$ cat src/rtl/vga_plot_arbiter.sv
// Two-requester round-robin pixel plotter with a full-screen clear engine.
// Drives the VGA adapter plot port with at most one registered pixel write per cycle.
module vga_plot_arbiter #(
    parameter  int unsigned SCREEN_W = 160,
    parameter  int unsigned SCREEN_H = 120,
    localparam int unsigned XW       = 8,
    localparam int unsigned YW       = 7,
    localparam int unsigned CW       = 3
) (
    input  logic          clock,
    input  logic          resetn,
    input  logic          req0,
    input  logic          req1,
    input  logic [XW-1:0] x0,
    input  logic [XW-1:0] x1,
    input  logic [YW-1:0] y0,
    input  logic [YW-1:0] y1,
    input  logic [CW-1:0] colour0,
    input  logic [CW-1:0] colour1,
    output logic          ack0,
    output logic          ack1,
    input  logic          clear_start,
    input  logic [CW-1:0] clear_colour,
    output logic          busy,
    output logic          clear_done,
    output logic [XW-1:0] vga_x,
    output logic [YW-1:0] vga_y,
    output logic [CW-1:0] vga_colour,
    output logic          vga_write
);
    // Row counter has one spare bit so it can step one past the last row as the end marker.
    localparam int unsigned YCW = YW + 1;

    typedef enum logic [1:0] {IDLE, SERVE, CLEAR} state_t;

    state_t        state, next_state;
    logic          favour1, favour1_d;
    logic [CW-1:0] clr_colour, clr_colour_d;
    logic [XW-1:0] cx, cx_d;
    logic [YCW-1:0] cy, cy_d;

    logic          ack0_d, ack1_d, busy_d, clear_done_d, write_d;
    logic [XW-1:0] x_d;
    logic [YW-1:0] y_d;
    logic [CW-1:0] colour_d;

    logic gnt0_c, gnt1_c, elig0_c, elig1_c, in0_c, in1_c, clear_end_c;

    // A requester whose ack is currently high is still showing the pixel just consumed.
    assign elig0_c     = req0 & ~ack0;
    assign elig1_c     = req1 & ~ack1;
    assign in0_c       = ({1'b0, x0} < (XW+1)'(SCREEN_W)) && ({1'b0, y0} < (YW+1)'(SCREEN_H));
    assign in1_c       = ({1'b0, x1} < (XW+1)'(SCREEN_W)) && ({1'b0, y1} < (YW+1)'(SCREEN_H));
    assign clear_end_c = (cy == YCW'(SCREEN_H));

    always_ff @(posedge clock or negedge resetn) begin
        if (!resetn) state <= IDLE;
        else         state <= next_state;
    end

    always_comb begin
        next_state = state;
        case (state)
            IDLE, SERVE: begin
                if (clear_start)            next_state = CLEAR;
                else if (gnt0_c || gnt1_c)  next_state = SERVE;
                else                        next_state = IDLE;
            end
            CLEAR:   if (clear_end_c) next_state = IDLE;
            default: next_state = IDLE;
        endcase
    end

    // Round-robin grant: favour1 selects the winner only when both are eligible.
    always_comb begin
        gnt0_c = 1'b0;
        gnt1_c = 1'b0;
        if (state != CLEAR) begin
            if (elig0_c && elig1_c) begin
                gnt0_c = ~favour1;
                gnt1_c = favour1;
            end else begin
                gnt0_c = elig0_c;
                gnt1_c = elig1_c;
            end
        end
    end

    always_comb begin
        write_d      = 1'b0;
        x_d          = '0;
        y_d          = '0;
        colour_d     = '0;
        ack0_d       = 1'b0;
        ack1_d       = 1'b0;
        clear_done_d = 1'b0;
        favour1_d    = favour1;
        clr_colour_d = clr_colour;
        cx_d         = cx;
        cy_d         = cy;
        if (state != CLEAR) begin
            if (gnt0_c) begin
                write_d   = in0_c;
                x_d       = x0;
                y_d       = y0;
                colour_d  = colour0;
                ack0_d    = 1'b1;
                favour1_d = 1'b1;
            end else if (gnt1_c) begin
                write_d   = in1_c;
                x_d       = x1;
                y_d       = y1;
                colour_d  = colour1;
                ack1_d    = 1'b1;
                favour1_d = 1'b0;
            end
            if (clear_start) begin
                clr_colour_d = clear_colour;
                cx_d         = '0;
                cy_d         = '0;
            end
        end else if (clear_end_c) begin
            clear_done_d = 1'b1;
        end else begin
            write_d  = 1'b1;
            x_d      = cx;
            y_d      = cy[YW-1:0];
            colour_d = clr_colour;
            if (cx == XW'(SCREEN_W - 1)) begin
                cx_d = '0;
                cy_d = cy + YCW'(1);
            end else begin
                cx_d = cx + XW'(1);
            end
        end
        busy_d = (next_state == CLEAR);
    end

    always_ff @(posedge clock or negedge resetn) begin
        if (!resetn) begin
            vga_write  <= 1'b0;
            vga_x      <= '0;
            vga_y      <= '0;
            vga_colour <= '0;
            ack0       <= 1'b0;
            ack1       <= 1'b0;
            busy       <= 1'b0;
            clear_done <= 1'b0;
            favour1    <= 1'b0;
            clr_colour <= '0;
            cx         <= '0;
            cy         <= '0;
        end else begin
            vga_write  <= write_d;
            vga_x      <= x_d;
            vga_y      <= y_d;
            vga_colour <= colour_d;
            ack0       <= ack0_d;
            ack1       <= ack1_d;
            busy       <= busy_d;
            clear_done <= clear_done_d;
            favour1    <= favour1_d;
            clr_colour <= clr_colour_d;
            cx         <= cx_d;
            cy         <= cy_d;
        end
    end

endmodule

$ cat config.mk
export PLATFORM = sky130hd
export DESIGN_NAME = vga_plot_arbiter
export DESIGN_NICKNAME = d
export VERILOG_FILES = /design/src/rtl/vga_plot_arbiter.sv
export SDC_FILE = /design/constraint.sdc
export NUM_CORES = 1
export LEC_CHECK = 0
export BUFFER_PORTS_ARGS = -buffer_cell sky130_fd_sc_hd__buf_2
export CAP_MARGIN = 10
export CORE_AREA = 2 2 76 78
export CTS_CLUSTER_SIZE = 8
export DETAILED_ROUTE_END_ITERATION = 10
export DIE_AREA = 0 0 78 80
export HOLD_SLACK_MARGIN = 0.06
export SYNTH_ARGS = -nofsm -noshare
export SYNTH_HDL_FRONTEND = slang
export SYNTH_SLANG_ARGS = --single-unit
$ cat constraint.sdc
create_clock -name clock -period 4.9 [get_ports clock]
set_input_delay 0.98 -clock clock [delete_from_list [all_inputs] [get_ports clock]]
set_output_delay 0.98 -clock clock [all_outputs]
set_load 0.01 [all_outputs]
### After elaboration in Yosys (flattened, before gate mapping)

Cells that the tools add are included.

| cells by class | value |
|---|---|
| div/mod/pow operators | 0 |
| bitwise operators | 5 |
| equal/unequal tests | 8 |
| multipliers | 0 |
| multiplexer cells | 40 |
| add/subtract/negate cells | 2 |
| shifts and indexed selects | 0 |
| reductions and logical operators | 12 |
| $lt $le $gt $ge | 4 |

Operators with widths:

| cell | number |
|---|---|
| 8-bit 2-to-1 mux | 11 |
| 7-bit 2-to-1 mux | 4 |
| 1-bit 2-to-1 mux | 18 |
| 8-bit by 1-bit adder with 8-bit output, second input constant | 2 |
| 8-bit less-than comparator, second input constant | 2 |
| 7-bit less-than comparator, second input constant | 2 |
| 3-bit 2-to-1 mux | 4 |
| 8-bit by 7-bit == test with 1-bit output, second input constant | 1 |
| 8-bit == test, second input constant | 1 |
| 2-bit AND reduction | 3 |
| 2-bit == test, second input constant | 2 |
| 2-bit 2-to-1 mux | 2 |
| 2-bit inequality test, second input constant | 2 |
| 2-bit case mux with 2 select lines | 1 |
| 2-bit nonzero test | 2 |
| 1-bit logical AND | 3 |
| 1-bit inverter | 3 |
| 3-bit AND reduction | 1 |
| 1-bit bitwise AND | 2 |
| 2-bit by 1-bit == test with 1-bit output, second input constant | 1 |
| 2-bit logical NOT | 1 |
| 2-bit by 1-bit inequality test with 1-bit output, second input constant | 1 |
| 2-bit OR reduction | 1 |
| 1-bit logical OR | 1 |

| word-level totals | value |
|---|---|
| RAM bits | 0 |
| bits in read-only memories | 0 |
| memories kept | 0 |
| bits in registers | 45 |
| bits in latches | 0 |

### Longest topological paths before layout

| logic depth | value |
|---|---|
| depth in word-level cells | 10 |
| depth in mapped cells | 7 |
| mapped depth without buffers | 6 |

### Worst setup path before layout

OpenSTA, ideal clock, no wires.

| timing path | value |
|---|---|
| kind | input to register |
| from | in req0 |
| to | reg vga_x[0] |
| stages on the path | 5 |
| slack | 2.948 ns |
| data arrival time | 1.825 ns |
| setup time | 0.127 ns |
| path through | nor3b_1 > nor3_2 > buf_2 > a222oi_1 > inv_1 |

| between the ends | value |
|---|---|
| longest elaborated chain between the ends | 7 |

Ends and longest elaborated chain:

| what | RTL line | RTL |
|---|---|---|
| from (decl) | 12 | `input logic req0,` |
| 1-bit bitwise AND (*) | 50 | `assign elig0_c = req0 & ~ack0;` |
| 1-bit logical AND | 79 | `if (elig0_c && elig1_c) begin` |
| 1-bit 2-to-1 mux | 79 |  |
| 1-bit 2-to-1 mux | 78 | `if (state != CLEAR) begin` |
| 8-bit 2-to-1 mux | 109 | `end else if (gnt1_c) begin` |
| 8-bit 2-to-1 mux (*) | 102 | `if (gnt0_c) begin` |
| 8-bit 2-to-1 mux (*) | 101 | `if (state != CLEAR) begin` |
| named net x_d[0] | 43 | `logic [XW-1:0] x_d;` |
| to (signal assigned) | 142 | `vga_x <= '0;` |
| to (signal assigned) | 155 | `vga_x <= x_d;` |
| to (decl) | 26 | `output logic [XW-1:0] vga_x,` |

The timed path passes the listed nets; every way through them passes the cells marked *.
A chain may end at the register's enable or synchronous reset.

### Worst setup path after layout

| timing path | value |
|---|---|
| from | in req0 |
| to | reg vga_y[0] |

| between the ends | value |
|---|---|
| longest elaborated chain between the ends | 7 |

Ends and longest elaborated chain:

| what | RTL line | RTL |
|---|---|---|
| 1-bit bitwise AND (*) | 50 |  |
| 1-bit logical AND | 79 |  |
| 1-bit 2-to-1 mux | 79 |  |
| 1-bit 2-to-1 mux | 78 |  |
| 7-bit 2-to-1 mux | 109 |  |
| 7-bit 2-to-1 mux (*) | 102 |  |
| 7-bit 2-to-1 mux (*) | 101 |  |
| named net y_d[0] | 44 | `logic [YW-1:0] y_d;` |
| to (signal assigned) | 156 | `vga_y <= y_d;` |
| to (decl) | 27 | `output logic [YW-1:0] vga_y,` |

Marks and branches as above.

==> summary.md <==
| Metric | Value |
|---|---|
| Status | finished clean |
| Synth Register Bits | 45 |
| Switching pwr | 0.427 mW |
| Fmax | 447 MHz |
| Worst r2r src | state[1] |
| Total number of yosys warnings | 0 |
| Post-synthesis cell type count | 39 |
| Core area | 0.00541 mm² |
| Final Hold Fails | 0 |
| Leak | 1.33 nW |
| Post-Route WL | 5.15 mm |
| Wirelength per Cell | 15.3 µm |
| Clock Skew | 8.20 ps |
| Routed vias | 1,877 |
| Cell count after synthesis | 200 |
| Crit path max fanout | 19 |
| Vert. Die Dim | 80 µm |
| First-pass GRT wire length | 8.32 mm |
| Clock root cell | clkbuf_8 |
| Fin nets | 313 |
| Vias in the first global route | 1,719 |
| # port buffers | 66 |
| Final instance area | 0.00257 mm² |
| Die ar. | 0.00624 mm² |
| Setup TNS | 0 ps |
| Post-DP Area | 0.00250 mm² |
| Rel. slew slack | 20.0% |
| Initial antenna violation count | 0 |
| Gr ovfl total | 0 |
| Reg2reg path depth | 4 |
| Worst path cell trace | buf_2, nor3b_1, nor3_2, a222oi_1, inv_1 |
| Worst hold endpoint | clr_colour[2] |
| Clk pwr share | 18.0% |
| Worst slew pin tran | 1190 ps |
| Tcrit/Tclk final | 45.7% |
| Comb pwr share | 36.6% |
| Simple-gate portion of the synthesized area | 17.0% |
| Max stage delay on crit path | 900 ps |
| Worst reg-to-reg setup slack | 2740 ps |
| Area Overhead vs Synth | 21.5% |
| Post-Syn Area per Cell | 10.6 µm² |
| Drc violations | 0 |
| Sequential area share after synthesis | 53.2% |
| Hold Path Class | register to register |
| Power per cell area | 452 mW/mm² |
| Iter 0 DRT Violations | 226 |
| Critical path arrival | 2470 ps |
| Antenna diode count | 0 |
| Clock H-tree levels | 2 |
| Slew Viols, Final | 0 |
| Largest family of logic cells by synthesized area | compound AO/OA/AOI/OAI gates |
| Worst Setup End Kind | register |
| Worst vdd ir | 0.214 mV |
| Reg2reg end | vga_y[0] |
| RD Place Congestion | 0.810 |
| Unrepaired setup endpoints after global routing | false |
| Final setup viols | 0 |
| Syn nets | 247 |
| Max-cap violations | 0 |
| CTS Buf Count | 5 |
| Post-CTS Setup Bufs | 0 |
| Kind of critical path | input port to register |
| Routed Antenna Nets | 0 |
| Crit path time final | 2240 ps |
| Required @ worst endpoint | 5130 ps |
| Largest net degree at the start of global routing | 46 |
| Drt pass-1 iters | 7 |
| Synth Area in Adders | 1.77% |
| Total GRT Usage | 17.1% |
| # IOs | 67 |
| CP top delay family | simple AND/OR/NAND/NOR gates |
| Longest Clk Path Bufs | 2 |
| CP startpoint kind | input port |
| Mux share of post-synthesis cell area | 0.945% |
| Hold path depth | 2 |
| Internal Power | 0.736 mW |
| Final Util | 47.6% |
| Fill cell count | 537 |
| CTS Hold Buffers Added | 0 |
| Post-CTS Resized | 0 |
| Clk pin slew, worst setup/hold paths | 80 ps |
| Via/cell ratio | 5.57 |
| Die width | 78 µm |
| Layout cells sized above 1 | 30.2% |
| Cell Area, Synth | 0.00212 mm² |
| Seq pwr share | 45.5% |
| Post-synthesis compound-gate area fraction | 20.1% |
| Synth Area in XOR/XNOR | 0% |
| Slowest-stage cell, CP | nor3_2 |
| Worst-skew pair later-pin latency | 290 ps |
| Clk sink count | 45 |
| CTS tree | built |
| Initial core utilization | 39.2% |
| Worst Path Buf+Inv | 2 |
| Switch share | 36.7% |
| Hold Startpoint | clr_colour[2] |
| Rows | 27 |
| DPL Wire Length | 3.63 mm |
sequential cells by signal, summed over array words and instances (netlist names):
name,flops
state,2
ack0,1
clear_done,1
cy,8
vga_write,1
busy,1
vga_x,8
favour1,1
clr_colour,3
vga_y,7
vga_colour,3
ack1,1
cx,8
power by group through the flow:
stage | logic, mW | registers, mW | clock network, mW
floorplan | 0.263 | 0.561 | 0
global placement | 0.428 | 0.535 | 0
detailed placement | 0.430 | 0.535 | 0
CTS | 0.432 | 0.528 | 0.214
global route | 0.483 | 0.543 | 0.230
finish | 0.426 | 0.529 | 0.209
cells in the mapped netlist:
cell type,count,area share (%)
buf_6,2,1.1
o21a_4,1,0.71
or3_1,3,0.89
clkbuf_1,1,0.18
or4_1,1,0.35
a211oi_1,2,0.71
a21o_1,2,0.71
ha_1,3,1.8
or3b_4,1,0.53
a311oi_1,2,0.83
nand2_1,18,3.2
and4_1,2,0.83
nand4_1,5,1.5
o211ai_1,1,0.35
mux2i_1,2,0.95
buf_2,5,1.2
nand4b_1,2,0.83
o22ai_1,2,0.59
nand3b_1,2,0.71
o21ai_0,11,2.6
inv_1,26,4.6
a21oi_1,8,1.9
nand4bb_1,1,0.53
a31oi_1,2,0.59
and2b_1,1,0.35
nor3_2,2,0.95
o31ai_1,3,1.1
nand3_1,5,1.2
and4bb_2,1,0.59
nor3b_1,1,0.35
nor2_1,4,0.71
nand2b_1,6,1.8
and3_1,3,0.89
dfrtp_1,45,53
o2111ai_2,1,0.71
and2_1,2,0.59
nor2b_1,1,0.30
a222oi_1,18,8.5
o41ai_1,2,0.83
how the worst max path moves through the flow:
stage | start | end | slack (ps) | cells after the start
final | req0 | vga_y[0] | 2660 | 5
after global routing | req0 | vga_y[0] | 2540 | 5
after CTS | req0 | vga_y[5] | 2700 | 5
after detailed placement | req0 | vga_y[5] | 2410 | 5
after global placement | req0 | vga_x[4] | 2400 | 5
after floorplan | req0 | vga_x[0] | 2950 | 5
kinds of logic (layout without fill, tap and decap cells):
group,after synthesis,in the layout
AOI/OAI and AO/OA,55,55
muxes,2,2
adders and majority gates,3,3
and+or+nand+nor,61,61
DFF,45,45
buffers and inverters,34,99
metal layers:
layer | GRT usage (%) | up-vias | routed length [µm]
met3 | 3.17 | 12 | 371
li1 | - | 880 | -
met4 | 5.96 | 0 | 107
met5 | 0 | - | 0
met1 | 24.9 | 895 | 2400
met2 | 25.3 | 90 | 2270
layout by cell type (no fill, tap or decap), types with 4 or more instances in the layout:
master and count:
a21oi_1 8, a222oi_1 18, buf_2 66, clkbuf_8 5, dfrtp_1 45, inv_1 26
nand2_1 18, nand2b_1 6, nand3_1 5, nand4_1 5, nor2_1 4, o21ai_0 11
through the flow:
| stage | cells | worst slack, ps | power [mW] | hold WS (ps) |
|---|---|---|---|---|
| 2_1_floorplan | 200 | 2950 | 0.824 | 443 |
| 3_3_place_gp | 331 | 2400 | 0.963 | 461 |
| 3_5_place_dp | 331 | 2410 | 0.965 | 472 |
| 4_1_cts | 337 | 2700 | 1.17 | 491 |
| 5_1_grt | 337 | 2540 | 1.26 | 528 |
| 6_report | 337 | 2660 | 1.16 | 486 |
worst reg2reg max path, cell delays in order, from the launching register on:
cell,delay [ps]
dfrtp_1,410
and2b_1,340
nor3_2,1000
a222oi_1,240
inv_1,100
final cells by class:
| type | instances | area [µm²] | share of cell area, % |
|---|---|---|---|
| well taps | 72 | 90.1 | 3.50 |
| clock inverters | 1 | 5.00 | 0.194 |
| repair buffers | 67 | 338 | 13.1 |
| multi-input cells | 121 | 848 | 33.0 |
| clock buffers | 5 | 68.8 | 2.67 |
| flip-flops and latches | 45 | 1130 | 43.8 |
| inverters | 26 | 97.6 | 3.79 |
Power figures use the tool's default switching activity.
